`config.mk`:
```
export PLATFORM = sky130hd
export DESIGN_NAME = noc_ni_tx_flat
export DESIGN_NICKNAME = d
export VERILOG_FILES = /design/src/rtl/noc_pkg.sv /design/src/rtl/noc_ni_tx_if.sv /design/src/rtl/noc_ni_tx_oreg.sv /design/src/rtl/noc_ni_tx.sv /design/src/flat_wrapper.sv
export SDC_FILE = /design/constraint.sdc
export NUM_CORES = 1
export LEC_CHECK = 0
export CAP_MARGIN = 0
export CORE_MARGIN = 2
export CORE_UTILIZATION = 43
export DETAILED_ROUTE_END_ITERATION = 6
export PLACE_DENSITY_LB_ADDON = 0.08
export SKIP_CTS_REPAIR_TIMING = 1
export SLEW_MARGIN = 20
export SYNTH_ARGS = -nofsm -noshare
export SYNTH_HDL_FRONTEND = slang
export SYNTH_SLANG_ARGS = --single-unit
export TNS_END_PERCENT = 30
```
`constraint.sdc`:
```
create_clock -name clk -period 4.5 [get_ports clk]
set_input_delay 0.675 -clock clk [delete_from_list [all_inputs] [get_ports clk]]
set_output_delay 0.675 -clock clk [all_outputs]
set_load 0.03 [all_outputs]
```
`src/rtl/noc_pkg.sv`:
```
// noc_pkg: shared NoC types and widths for the router link and network interfaces.
package noc_pkg;
  localparam int ARRAY_W = 3;
  localparam int VCH_N = 2;
  localparam int VCH_W = $clog2(VCH_N);
  localparam int DATA_W = 32;
  localparam int NODE_W = 2 * ARRAY_W;
  localparam int HLEN_W = 8;
  localparam int HEAD_W = 4 * ARRAY_W + NODE_W + HLEN_W;
  typedef enum logic [1:0] {FT_HEAD, FT_BODY, FT_TAIL, FT_HEADTAIL} ftype_e;
  typedef enum logic [1:0] {S_IDLE, S_HEAD, S_BODY, S_TAIL} ni_state_e;
  typedef struct packed {
    logic [DATA_W-HEAD_W-1:0] rsvd;
    logic [ARRAY_W-1:0] dst_x;
    logic [ARRAY_W-1:0] dst_y;
    logic [ARRAY_W-1:0] src_x;
    logic [ARRAY_W-1:0] src_y;
    logic [NODE_W-1:0] src_id;
    logic [HLEN_W-1:0] len;
  } head_fields_t;
  typedef struct packed {
    logic vld;
    logic [VCH_W-1:0] vch;
    ftype_e ftype;
    logic [DATA_W-1:0] data;
  } router_i_t;
endpackage

```
`src/rtl/noc_ni_tx_if.sv`:
```
// noc_ni_tx_if: core-side descriptor and payload-word handshakes into the NI transmitter.
interface noc_ni_tx_if import noc_pkg::*; #(parameter int MAX_LEN = 16);
  localparam int LEN_W = $clog2(MAX_LEN + 1);
  logic msg_vld;
  logic msg_rdy;
  logic [ARRAY_W-1:0] msg_dst_x;
  logic [ARRAY_W-1:0] msg_dst_y;
  logic [VCH_W-1:0] msg_vch;
  logic [LEN_W-1:0] msg_len;
  logic wd_vld;
  logic wd_rdy;
  logic [DATA_W-1:0] wd_data;
  modport master(output msg_vld, msg_dst_x, msg_dst_y, msg_vch, msg_len, wd_vld, wd_data,
                 input msg_rdy, wd_rdy);
  modport slave(input msg_vld, msg_dst_x, msg_dst_y, msg_vch, msg_len, wd_vld, wd_data,
                output msg_rdy, wd_rdy);
endinterface

```
`src/rtl/noc_ni_tx_oreg.sv`:
```
// noc_ni_tx_oreg: single-entry flit register; holds its contents until the flit's VC is ready.
module noc_ni_tx_oreg import noc_pkg::*; (
  input  logic clk,
  input  logic rst,
  input  logic load,
  input  router_i_t din,
  input  logic [VCH_N-1:0] vch_rdy,
  output router_i_t dout,
  output logic acc,
  output logic free
);
  assign acc = dout.vld && vch_rdy[dout.vch];
  assign free = !dout.vld || acc;
  always_ff @(posedge clk)
    if (rst) dout <= '0;
    else if (load) dout <= din;
    else if (acc) dout <= '0;
endmodule

```
`src/rtl/noc_ni_tx.sv`:
```
// noc_ni_tx: packetizes descriptor + payload words into head/body/tail flits for the router local port.
// Optional counters stat_pkts/stat_flits/stat_stall are built when NOC_NI_TX_STATS_EN is defined.
module noc_ni_tx import noc_pkg::*; #(
  parameter int NODEID = 0,
  parameter int MAX_LEN = 16,
  localparam int LEN_W = $clog2(MAX_LEN + 1)
) (
  input  logic clk,
  input  logic rst,
  noc_ni_tx_if.slave core,
  output router_i_t flit_o,
  input  logic [VCH_N-1:0] vch_rdy_i,
  input  logic [ARRAY_W-1:0] my_xpos,
  input  logic [ARRAY_W-1:0] my_ypos
`ifdef NOC_NI_TX_STATS_EN
  ,
  output logic [31:0] stat_pkts,
  output logic [31:0] stat_flits,
  output logic [31:0] stat_stall
`endif
);
  ni_state_e state;
  logic [LEN_W-1:0] rem;
  logic [LEN_W-1:0] eff_len;
  logic [VCH_W-1:0] vch;
  logic acc;
  logic free;
  logic msg_acc;
  logic wd_acc;
  head_fields_t hf;
  router_i_t din;
  assign eff_len = core.msg_len == '0 ? LEN_W'(1) : core.msg_len;
  // msg_rdy also rises while the tail leaves so the next head follows with no gap
  assign core.msg_rdy = !rst && (state == S_IDLE || (state == S_TAIL && acc));
  assign core.wd_rdy = !rst && (state == S_HEAD || state == S_BODY) && free;
  assign msg_acc = core.msg_vld && core.msg_rdy;
  assign wd_acc = core.wd_vld && core.wd_rdy;
  assign hf = '{rsvd: '0, dst_x: core.msg_dst_x, dst_y: core.msg_dst_y, src_x: my_xpos,
                src_y: my_ypos, src_id: NODE_W'(NODEID), len: HLEN_W'(eff_len)};
  assign din = msg_acc ? router_i_t'{vld: 1'b1, vch: core.msg_vch, ftype: FT_HEAD, data: hf}
                       : router_i_t'{vld: 1'b1, vch: vch, ftype: rem == LEN_W'(1) ? FT_TAIL : FT_BODY,
                                     data: core.wd_data};
  noc_ni_tx_oreg u_oreg (
    .clk(clk), .rst(rst), .load(msg_acc || wd_acc), .din(din),
    .vch_rdy(vch_rdy_i), .dout(flit_o), .acc(acc), .free(free)
  );
  always_ff @(posedge clk)
    if (rst) begin
      state <= S_IDLE;
      rem <= '0;
      vch <= '0;
    end else begin
      if (msg_acc) begin
        vch <= core.msg_vch;
        rem <= eff_len;
      end else if (wd_acc) rem <= rem - LEN_W'(1);
      state <= msg_acc ? S_HEAD
             : wd_acc ? (rem == LEN_W'(1) ? S_TAIL : S_BODY)
             : (state == S_HEAD && acc) ? S_BODY
             : (state == S_TAIL && acc) ? S_IDLE
             : state;
    end
`ifdef NOC_NI_TX_STATS_EN
  always_ff @(posedge clk)
    if (rst) begin
      stat_pkts <= '0;
      stat_flits <= '0;
      stat_stall <= '0;
    end else begin
      stat_pkts <= stat_pkts + 32'(acc && flit_o.ftype == FT_TAIL);
      stat_flits <= stat_flits + 32'(acc);
      stat_stall <= stat_stall + 32'(flit_o.vld && !vch_rdy_i[flit_o.vch]);
    end
`endif
endmodule
```
`src/flat_wrapper.sv`:
```
// flat-port wrapper written by rule: the top's interface ports become plain ports
module noc_ni_tx_flat import noc_pkg::*;
#(
  parameter int NODEID = 0,
  parameter int MAX_LEN = 16,
  localparam int LEN_W = $clog2(MAX_LEN + 1)
)
  (clk, rst, flit_o, vch_rdy_i, my_xpos, my_ypos, core_msg_vld, core_msg_dst_x, core_msg_dst_y, core_msg_vch, core_msg_len, core_wd_vld, core_wd_data, core_msg_rdy, core_wd_rdy);
  noc_ni_tx_if #(.MAX_LEN(MAX_LEN)) core_i ();
  input  logic clk;
  input  logic rst;
  output router_i_t flit_o;
  input  logic [VCH_N-1:0] vch_rdy_i;
  input  logic [ARRAY_W-1:0] my_xpos;
  input  logic [ARRAY_W-1:0] my_ypos;
  input wire logic [$bits(core_i.msg_vld)-1:0] core_msg_vld;
  input wire logic [$bits(core_i.msg_dst_x)-1:0] core_msg_dst_x;
  input wire logic [$bits(core_i.msg_dst_y)-1:0] core_msg_dst_y;
  input wire logic [$bits(core_i.msg_vch)-1:0] core_msg_vch;
  input wire logic [$bits(core_i.msg_len)-1:0] core_msg_len;
  input wire logic [$bits(core_i.wd_vld)-1:0] core_wd_vld;
  input wire logic [$bits(core_i.wd_data)-1:0] core_wd_data;
  output wire logic [$bits(core_i.msg_rdy)-1:0] core_msg_rdy;
  output wire logic [$bits(core_i.wd_rdy)-1:0] core_wd_rdy;
  assign core_i.msg_vld = core_msg_vld;
  assign core_i.msg_dst_x = core_msg_dst_x;
  assign core_i.msg_dst_y = core_msg_dst_y;
  assign core_i.msg_vch = core_msg_vch;
  assign core_i.msg_len = core_msg_len;
  assign core_i.wd_vld = core_wd_vld;
  assign core_i.wd_data = core_wd_data;
  assign core_msg_rdy = core_i.msg_rdy;
  assign core_wd_rdy = core_i.wd_rdy;
  noc_ni_tx #(.NODEID(NODEID), .MAX_LEN(MAX_LEN)) u_core (.clk(clk), .rst(rst), .core(core_i), .flit_o(flit_o), .vch_rdy_i(vch_rdy_i), .my_xpos(my_xpos), .my_ypos(my_ypos));
endmodule
```
==> summary.txt <==
Run status
  • Outcome: complete, no violations

STA
  • TNS Setup: 0 ns
  • Final Hold Fails: 0
  • Slew Limit Fails: 0
  • Clock skew: 0.00924 ns
  • RSZ-0062 raised after global routing: false
  • Final setup viols: 0
  • Relative slew slack: 53.1%
  • Fmax: 322 MHz
  • Tightest Pin Transition: 0.701 ns
  • Fin crit share: 68.9%
  • Tmin final: 3.10 ns

Critical path
  • Crit-path leading delay family: buffers and inverters
  • Crit-path max FO: 18
  • Most frequent CP cell: clkdlybuf4s50_1
  • CP endpoint kind: primary output
  • CP max-delay cell: clkdlybuf4s50_1
  • Startpoint types: primary input
  • Reg2Reg Setup Slack: 2.33 ns
  • Crit path kind: in -> out
  • Critical Path RT: 3.83 ns
  • Critical Path AT: 2.43 ns
  • Critical path buffers and inverters: 2
  • Critical Path Max Stage Delay: 0.76 ns
  • Crit-path cells: clkdlybuf4s50_1, and3b_1, clkdlybuf4s50_1

Power and ir drop
  • Internal power: 0.659 mW
  • Register share of total power: 46.2%
  • Maximum vdd drop: 0.000232 V
  • Sw Ratio: 31.2%
  • NetSw: 0.299 mW
  • P_leak: 1.17 nW
  • Combinational power share: 27.1%
  • Clock power share: 26.6%
  • Power Density: 327 nW/um2

Global route
  • Largest net degree at the start of global routing: 36
  • Total GRT Usage: 20.2%
  • Gr ovfl total: 0
  • Vias in the first global route: 1,677
  • First-pass GRT wire length: 7910 um
  • Initial antenna violation count: 0

Finish
  • Syn-to-layout area delta: 54.9%
  • N_diodes: 0
  • Nets@finish: 328
  • Area of the multi-input gates: 931 um2
  • FILL cells: 352
  • Post-layout util: 68.3%
  • Layout cells sized above 1: 11.2%
  • Seq. cell area: 881 um2
  • Final Non-Filler Cells: 320

Detailed routing
  • Routed Antenna Nets: 0
  • First-pass DRT Iterations: 4
  • Total number of vias: 1,731
  • Routed Wire Length: 4810 um
  • Vias per Instance: 5.41
  • Drc violations: 0
  • Initial DRC Count: 95
  • Avg WL per Cell: 15.0 um

CTS
  • Worst skew pair latency: 0.31 ns
  • Clk pin slew, worst setup/hold paths: 0.09 ns
  • Worst-case clock buffer depth: 2
  • CTS tree: yes
  • H-tree Lvls: 2
  • CTS sink count: 44
  • Clock Tree Root: clkbuf_8
  • Num CTS Buffers: 5

Synth
  • Most common flop cell mapped by yosys: dfxtp_1
  • Mapped Avg Cell Area: 10.8 um2
  • Synth cell types: 45
  • Post-synth ARST share: 0%
  • Yosys warning count: 0
  • Post-synth EDFFs: 0
  • Gate Count Post-Synth: 176
  • Synth Net Count: 237
  • #FFs+latches synth: 44
  • Synthesized cell area: 1890 um2
  • Sequential area share after synthesis: 46.5%

Die
  • Core Region: 4290 um2
  • Core Rows: 24
  • Initial Utilization: 44.1%
  • Die Y: 70.4 um
  • Ports: 94
  • Chip Width: 70.4 um
  • Die area: 4950 um2

Placed design
  • Gpl congestion: 0.818
  • Port bufs: 93
  • Placed instance count: 312
  • Detailed placement HPWL: 3400 um

Job
  • Max Cap Viol: 0

Hold path
  • HP Class: reg -> reg
-- registers in the layout (all words and copies together) (netlist names) --
register	count
u_core.rem	5
u_core.state	2
u_core.vch	1
u_core.u_oreg.dout	36
-- tightest hold or removal path, delay by kind of cell (launching register included) --
family | cells | cell delay [ns]
flip-flops | 1 | 0.32
AO/OA/AOI/OAI | 1 | 0.05
AND/OR/NAND/NOR | 1 | 0.05
-- logic make-up (layout without fill, tap and decap cells) --
logic type / count (synthesis) / after routing / share of synthesized area (%)
AO/OA/AOI/OAI: 70 / 70 / 32.6
XOR/XNOR: 3 / 3 / 1.39
adder cells (fa/ha/maj): 5 / 5 / 3.30
buffers and inverters: 16 / 108 / 4.36
flip-flops: 44 / 44 / 46.5
multiplexers: 2 / 2 / 1.78
AND/OR/NAND/NOR: 36 / 36 / 10.1
-- metrics by stage --
stage               hold WS (ns)  total power, mW  cell area, um2  worst slack [ns]
finish                     0.463            0.959            2930              1.40
floorplan                  0.432            0.595            1890              2.24
global route               0.497             1.01            2930              1.31
global placement           0.442            0.711            2840              1.40
CTS                        0.463            0.968            2930              1.39
detailed placement         0.451            0.713            2840              1.39
-- cell usage after synthesis (2+ instances only) --
master,instances,share of area (%)
a22o_1,18,8.3
a21oi_1,3,0.79
inv_1,5,0.99
a211oi_1,4,1.6
nand4b_1,2,0.92
ha_1,5,3.3
and3b_1,2,0.92
dfxtp_1,44,46
clkbuf_1,3,0.59
a22o_2,9,4.8
nor3_1,2,0.53
nor2_1,4,0.79
nand2_1,15,3.0
a211oi_4,2,2.1
buf_2,6,1.6
a31oi_1,2,0.66
buf_6,2,1.2
a21o_1,12,4.8
nand3_1,3,0.79
xnor2_1,3,1.4
a32oi_1,6,2.8
-- routing by layer --
metal	routed length (um)	GRT usage, %
met5	0	0
met4	79	7.91
met3	494	9.09
met2	2100	29.7
met1	2140	25.8
-- final cells by class --
class	instances	area share (%)
clock buffers	5	2.35
clock inverters	3	0.810
inverters	5	0.640
multi-input cells	116	31.7
flip-flops and latches	44	30.0
well taps	52	2.22
repair buffers	95	32.2
-- placed cells by master (no fill, tap or decap), types with 2 or more instances in the layout --
cell type and n:
a22o_2 9, nand2_1 15, ha_1 5, a22o_1 18
a21oi_1 3, a21o_1 12, nand4b_1 2, clkdlybuf4s50_1 93
clkinvlp_4 2, a32oi_1 6, xnor2_1 3, a211oi_1 4
nor2_1 4, inv_1 5, and3b_1 2, clkbuf_8 5
nor3_1 2, nand3_1 3, a31oi_1 2, dfxtp_1 44
buf_4 2, a211oi_4 2
-- power groups by stage --
stage          clock [mW]  combinational [mW]  sequential (mW)
2_1_floorplan           0               0.103            0.491
3_3_place_gp            0               0.260            0.452
3_5_place_dp            0               0.261            0.452
4_1_cts             0.262               0.262            0.444
5_1_grt             0.283               0.278            0.449
6_report            0.255               0.260            0.443
-- final timing paths --
| kind | end | depth (start not counted) | start |
|---|---|---|---|
| worst min-delay path | u_core.vch$_SDFFE_PP0P_ | 2 | u_core.vch$_SDFFE_PP0P_ |
| worst max register to register | u_core.u_oreg.dout[1]$_SDFFE_PP0P_ | 6 | u_core.state[0]$_SDFFE_PP0P_ |
| worst min register to register | u_core.vch$_SDFFE_PP0P_ | 2 | u_core.vch$_SDFFE_PP0P_ |
| worst max-delay path | core_wd_rdy | 3 | rst |
Note: power is estimated with default switching activity, not from simulation.
